==> config.mk <==
export PLATFORM = sky130hd
export DESIGN_NAME = ser_shift_unit
export DESIGN_NICKNAME = d
export VERILOG_FILES = /design/src/rtl/ser_pkg.sv /design/src/rtl/ser_hold_buf.sv /design/src/rtl/ser_shift_unit.sv
export SDC_FILE = /design/constraint.sdc
export NUM_CORES = 1
export LEC_CHECK = 0
export BUFFER_PORTS_ARGS = -buffer_cell sky130_fd_sc_hd__buf_2
export CORE_ASPECT_RATIO = 0.8
export CORE_UTILIZATION = 53
export CTS_CLUSTER_DIAMETER = 40
export CTS_CLUSTER_SIZE = 30
export DETAILED_ROUTE_END_ITERATION = 8
export PLACE_DENSITY = 0.76
export RECOVER_POWER = 25
export SYNTH_ARGS = -nofsm -noshare
export SYNTH_HDL_FRONTEND = slang
export SYNTH_SLANG_ARGS = --single-unit
==> constraint.sdc <==
create_clock -name clk -period 1.7 [get_ports clk]
set_input_delay 0.085 -clock clk [delete_from_list [all_inputs] [get_ports clk]]
set_output_delay 0.085 -clock clk [all_outputs]
set_load 0.01 [all_outputs]
==> src/rtl/ser_pkg.sv <==
// Shared types and elaboration helpers for the serial shift unit.
package ser_pkg;

    typedef enum logic [1:0] {
        StIdle,
        StShift,
        StDone
    } ser_state_e;

    localparam int unsigned DataWMin = 2;
    localparam int unsigned DataWMax = 32;

    function automatic int unsigned clog2(input int unsigned value);
        int unsigned result;
        result = 0;
        while ((64'd1 << result) < 64'(value)) begin
            result = result + 1;
        end
        return result;
    endfunction

    function automatic bit data_w_legal(input int unsigned width);
        return (width >= DataWMin) && (width <= DataWMax);
    endfunction

endpackage

==> src/rtl/ser_hold_buf.sv <==
// One-entry holding buffer in front of the shifter, with ready/valid accept.
module ser_hold_buf
    import ser_pkg::*;
#(
    parameter int unsigned DATA_W = 8
) (
    input  logic              clk,
    input  logic              rest,
    input  logic              data_valid,
    input  logic [DATA_W-1:0] p_data,
    input  logic              drain,
    output logic              data_ready,
    output logic              hold_full,
    output logic [DATA_W-1:0] hold_data
);

    logic              full_q, full_d;
    logic [DATA_W-1:0] data_q, data_d;
    logic              accept;

    // Ready comes straight from the flop: no combinational path from data_valid.
    assign data_ready = !full_q;
    assign hold_full  = full_q;
    assign hold_data  = data_q;
    assign accept     = data_valid && !full_q;

    // Accept needs an empty slot and drain needs a full one, so they never collide.
    always_comb begin
        full_d = full_q;
        data_d = data_q;
        if (accept) begin
            full_d = 1'b1;
            data_d = p_data;
        end else if (drain) begin
            full_d = 1'b0;
        end
    end

    always_ff @(posedge clk) begin
        if (!rest) begin
            full_q <= 1'b0;
            data_q <= '0;
        end else begin
            full_q <= full_d;
            data_q <= data_d;
        end
    end

endmodule

==> src/rtl/ser_shift_unit.sv <==
// Parallel-to-serial converter for the UART TX path: holding buffer, shifter,
// bit counter and parity, paced by ser_en from the frame FSM.
module ser_shift_unit
    import ser_pkg::*;
#(
    parameter int unsigned DATA_W    = 8,
    parameter bit          MSB_FIRST = 1'b0,
    parameter bit          PAR_ODD   = 1'b0
) (
    input  logic              clk,
    input  logic              rest,
    input  logic              data_valid,
    input  logic [DATA_W-1:0] p_data,
    output logic              data_ready,
    input  logic              ser_en,
    output logic              ser_data,
    output logic              ser_done,
    output logic              par_bit,
    output logic              busy
);

    if (!data_w_legal(DATA_W)) begin : g_bad_data_w
        $error("ser_shift_unit: DATA_W must be within 2..32");
    end

    localparam int unsigned      CntW    = clog2(DATA_W);
    localparam logic [CntW-1:0] CntLast = CntW'(DATA_W - 1);

    ser_state_e        state_q, state_d;
    logic [DATA_W-1:0] shifter_q;
    logic [CntW-1:0]   cnt_q;
    logic [CntW-1:0]   bit_idx;
    logic              ser_data_q;
    logic              par_q;
    logic              hold_full;
    logic [DATA_W-1:0] hold_data;
    logic              load;
    logic              shift;
    logic              last_bit;

    ser_hold_buf #(
        .DATA_W(DATA_W)
    ) u_hold_buf (
        .clk       (clk),
        .rest      (rest),
        .data_valid(data_valid),
        .p_data    (p_data),
        .drain     (load),
        .data_ready(data_ready),
        .hold_full (hold_full),
        .hold_data (hold_data)
    );

    assign last_bit = (cnt_q == CntLast);
    assign bit_idx  = MSB_FIRST ? (CntLast - cnt_q) : cnt_q;

    always_ff @(posedge clk) begin
        if (!rest) begin
            state_q <= StIdle;
        end else begin
            state_q <= state_d;
        end
    end

    always_comb begin
        state_d = state_q;
        unique case (state_q)
            StIdle: begin
                if (hold_full) begin
                    state_d = StShift;
                end
            end
            StShift: begin
                if (ser_en && last_bit) begin
                    state_d = StDone;
                end
            end
            StDone: begin
                // Reloading straight from DONE keeps words back-to-back.
                state_d = hold_full ? StShift : StIdle;
            end
            default: state_d = StIdle;
        endcase
    end

    always_comb begin
        load     = 1'b0;
        shift    = 1'b0;
        ser_done = 1'b0;
        unique case (state_q)
            StIdle:  load = hold_full;
            StShift: shift = ser_en;
            StDone: begin
                ser_done = 1'b1;
                load     = hold_full;
            end
            default: ;
        endcase
        busy = (state_q != StIdle) || hold_full;
    end

    always_ff @(posedge clk) begin
        if (!rest) begin
            shifter_q  <= '0;
            cnt_q      <= '0;
            ser_data_q <= 1'b0;
            par_q      <= 1'b0;
        end else if (load) begin
            shifter_q <= hold_data;
            cnt_q     <= '0;
            par_q     <= (^hold_data) ^ PAR_ODD;
        end else if (shift) begin
            ser_data_q <= shifter_q[bit_idx];
            if (!last_bit) begin
                cnt_q <= cnt_q + 1'b1;
            end
        end
    end

    assign ser_data = ser_data_q;
    assign par_bit  = par_q;

endmodule

==> results.sh <==
export IMPL_worst_hold_slack_ns=0.0360
export IMPL_maxSlewViolCount=0
export IMPL_synth_nets=131
export IMPL_drcViolationCount=0
export IMPL_die_h_um=42.0
export IMPL_skew_ns=0.00445
export IMPL_cp_data_required_time_ns=1.93
export IMPL_cp_arrival_ns=1.77
export IMPL_pwr_share_seq_pct=52.3
export IMPL_fmax_mhz=649
export IMPL_fin_crit_sh_pct=90.6
export IMPL_initial_utilization_pct=56.4
export IMPL_grt_pass1_vias=844
export IMPL_syn_area_per_cell_um2=9.04
export IMPL_syn_cell_area_um2=1060
export IMPL_utilization_pct=67.0
export IMPL_power_clock_fraction_pct=35.7
export IMPL_cts_root_buf="clkbuf_4"
export IMPL_area_growth_synth_to_final_pct=18.7
export IMPL_criticalPathCategory="flip-flop to flip-flop"
export IMPL_drive_gt1_share_pct=13.7
export IMPL_coreArea_um2=1870
export IMPL_grt_overflow=0
export IMPL_dpl_cell_area_um2=1140
export IMPL_setup_viol=0
export IMPL_crit_buf_inv=0
export IMPL_crit_family="flip-flops"
export IMPL_yosysWarnings=0
export IMPL_cts_sinks=24
export IMPL_cts_setup_buffers=0
export IMPL_routabilityCongestion=0.771
export IMPL_viasPerCell=5.13
export IMPL_syn_inst=117
export IMPL_synth_top_area_share_pct=45.4
export IMPL_slew_headroom_pct=58.0
export IMPL_status="finished, final reports clean"
export IMPL_p_per_area_nw_per_um2=926
export IMPL_worst_pin_slew_ns=0.628
export IMPL_ys_seq_area_share_pct=45.4
export IMPL_grt_pass1_wl_mm=3.53
export IMPL_clk_pin_slew_worst_paths_ns=0.13
export IMPL_p_switching_uw=267
export IMPL_io_buffer_count=16
export IMPL_fin_area_um2=1250
export IMPL_max_stage_delay_ns=0.51
export IMPL_power_leakage_nw=0.469
export IMPL_antenna_found_initial=0
export IMPL_ant_nets=0
export IMPL_die_w_um=51.9
export IMPL_slowest_stage="dfxtp_1"
export IMPL_hold_buffers=7
export IMPL_p_int_uw=894
export IMPL_layout_commonest_cell="nand2_1"
export IMPL_worst_slack_ns=0.160
export IMPL_tns_ns=0
export IMPL_cp_start_kind="flip-flop"
export IMPL_drt_iter0_markers=7
export IMPL_path_cells="ha_1, ha_1, and2b_2, xnor2_1, nor2_1"
export IMPL_cts_buffers=3
export IMPL_endpoint_kind="flip-flop"
export IMPL_holdCritPathClass="primary input to flip-flop"
export IMPL_cts_resized=0
export IMPL_yosys_top_cells_area="dfxtp_1, a21boi_0, nand2_1"
export IMPL_hold_viol_final=0
export IMPL_cts_tree="yes"
export IMPL_wl_per_cell_um=12.8
export IMPL_drt_wl_total_mm=2.08
export IMPL_vdd_ir_drop_max_v=0.000903
export IMPL_vias=837
export IMPL_clockBufferDepth=2
export IMPL_cpMostUsedCell="ha_1"
export IMPL_cp_max_fo=6
export IMPL_period_minus_slack_ns=1.54
export IMPL_htree_levels=1
export IMPL_rsz0062_at_grt="no"
export IMPL_insertion_delay_ns=0.32
export IMPL_dieArea_um2=2180
export IMPL_pwr_share_comb_pct=12.0
export IMPL_fin_nets=154
export IMPL_ys_types=24
export IMPL_cap_violations=0
export IMPL_diodes=0
export IMPL_p_sw_share_pct=23.0
export IMPL_grt_max_degree=23
export IMPL_first_pass_iters=4
export IMPL_track_usage_pct=22.6
export IMPL_synth_seq_cells=24
export IMPL_rows=14
export IMPL_place_hpwl_mm=1.42
export IMPL_most_common_layout_cells="nand2_1, dfxtp_1, a21boi_0"
export IMPL_yosys_area_top_type="dfxtp_1"
export IMPL_place_worst_setup_slack_ns=0.198
export IMPL_pin_count=17
## registers in the layout, indices dropped and copies added, names as in the netlist
name                  cells
u_hold_buf.hold_full      1
state_q                   2
par_bit                   1
ser_data                  1
u_hold_buf.hold_data      8
bit_idx                   3
shifter_q                 8
## area by class of cell
cell class | count | area, um^2
Timing Repair Buffer | 23 | 145
Tap cell | 24 | 30.0
Multi-Input combinational cell | 87 | 543
Inverter | 1 | 3.75
Fill cell | 158 | 619
Clock inverter | 1 | 30.0
Clock buffer | 3 | 22.5
Sequential cell | 24 | 480
## stage by stage
step	instances	total power [mW]
4_1_cts	163	1.17
5_1_grt	163	1.21
3_5_place_dp	152	0.747
2_1_floorplan	117	0.708
6_report	163	1.16
3_3_place_gp	152	0.741
## worst register-to-register path, cell delays in order, from the launching register on
cell	delay [ns]
dfxtp_1	0.51
ha_1	0.22
ha_1	0.17
and2b_2	0.26
xnor2_1	0.22
nor2_1	0.06
## power by group through the flow
stage	clock, mW	sequential [mW]	combinational [mW]
after detailed placement	0	0.620	0.127
after global placement	0	0.618	0.123
after global routing	0.446	0.612	0.154
after CTS	0.425	0.608	0.140
after floorplan	0	0.616	0.0919
final	0.415	0.608	0.139
## per-layer routing
layer / vias to the layer above / wire length, um / track usage [%]
met3: 4 / 98 / 8.42
met2: 21 / 1020 / 38.7
li1: 428 / - / -
met4: 0 / 38 / 9.19
met5: - / 0 / 0
met1: 384 / 922 / 24.5
## logic make-up (layout without fill, tap and decap cells)
group | after synthesis | count (layout) | share of synthesized area [%]
flip-flops | 24 | 24 | 45.4
adder cells (fa/ha/maj) | 2 | 2 | 2.37
XOR/XNOR | 8 | 8 | 6.63
buffers and inverters | 6 | 28 | 2.96
AO/OA/AOI/OAI | 22 | 22 | 15.0
AND/OR/NAND/NOR | 48 | 48 | 19.8
multiplexers | 7 | 7 | 7.81
## cells in the mapped netlist
cell and instances:
nand2_1 36, dfxtp_1 24, o21ai_0 2, or3_1 1, buf_2 1, nor2_2 1, nor2_1 3, a21oi_2 1
a21oi_1 1, buf_6 1, mux2i_1 6, nand2b_1 1, mux4_2 1, a21boi_0 18, xnor2_1 8, ha_1 2
clkbuf_1 2, and3_1 1, inv_1 1, buf_1 1, nand3b_1 1, and3b_1 1, nor2b_1 2, and2b_2 1
## final timing paths
check | start | endpoint | slack [ns] | cells past startpoint
worst max-delay path | bit_idx[1] | bit_idx[0] | 0.16 | 5
worst min-delay path | p_data[0] | u_hold_buf.hold_data[0] | 0.04 | 3
worst max register to register | bit_idx[1] | bit_idx[0] | 0.16 | 5
worst min register to register | shifter_q[0] | shifter_q[0] | 0.47 | 2
No activity file was read; power rests on OpenSTA's default activity.
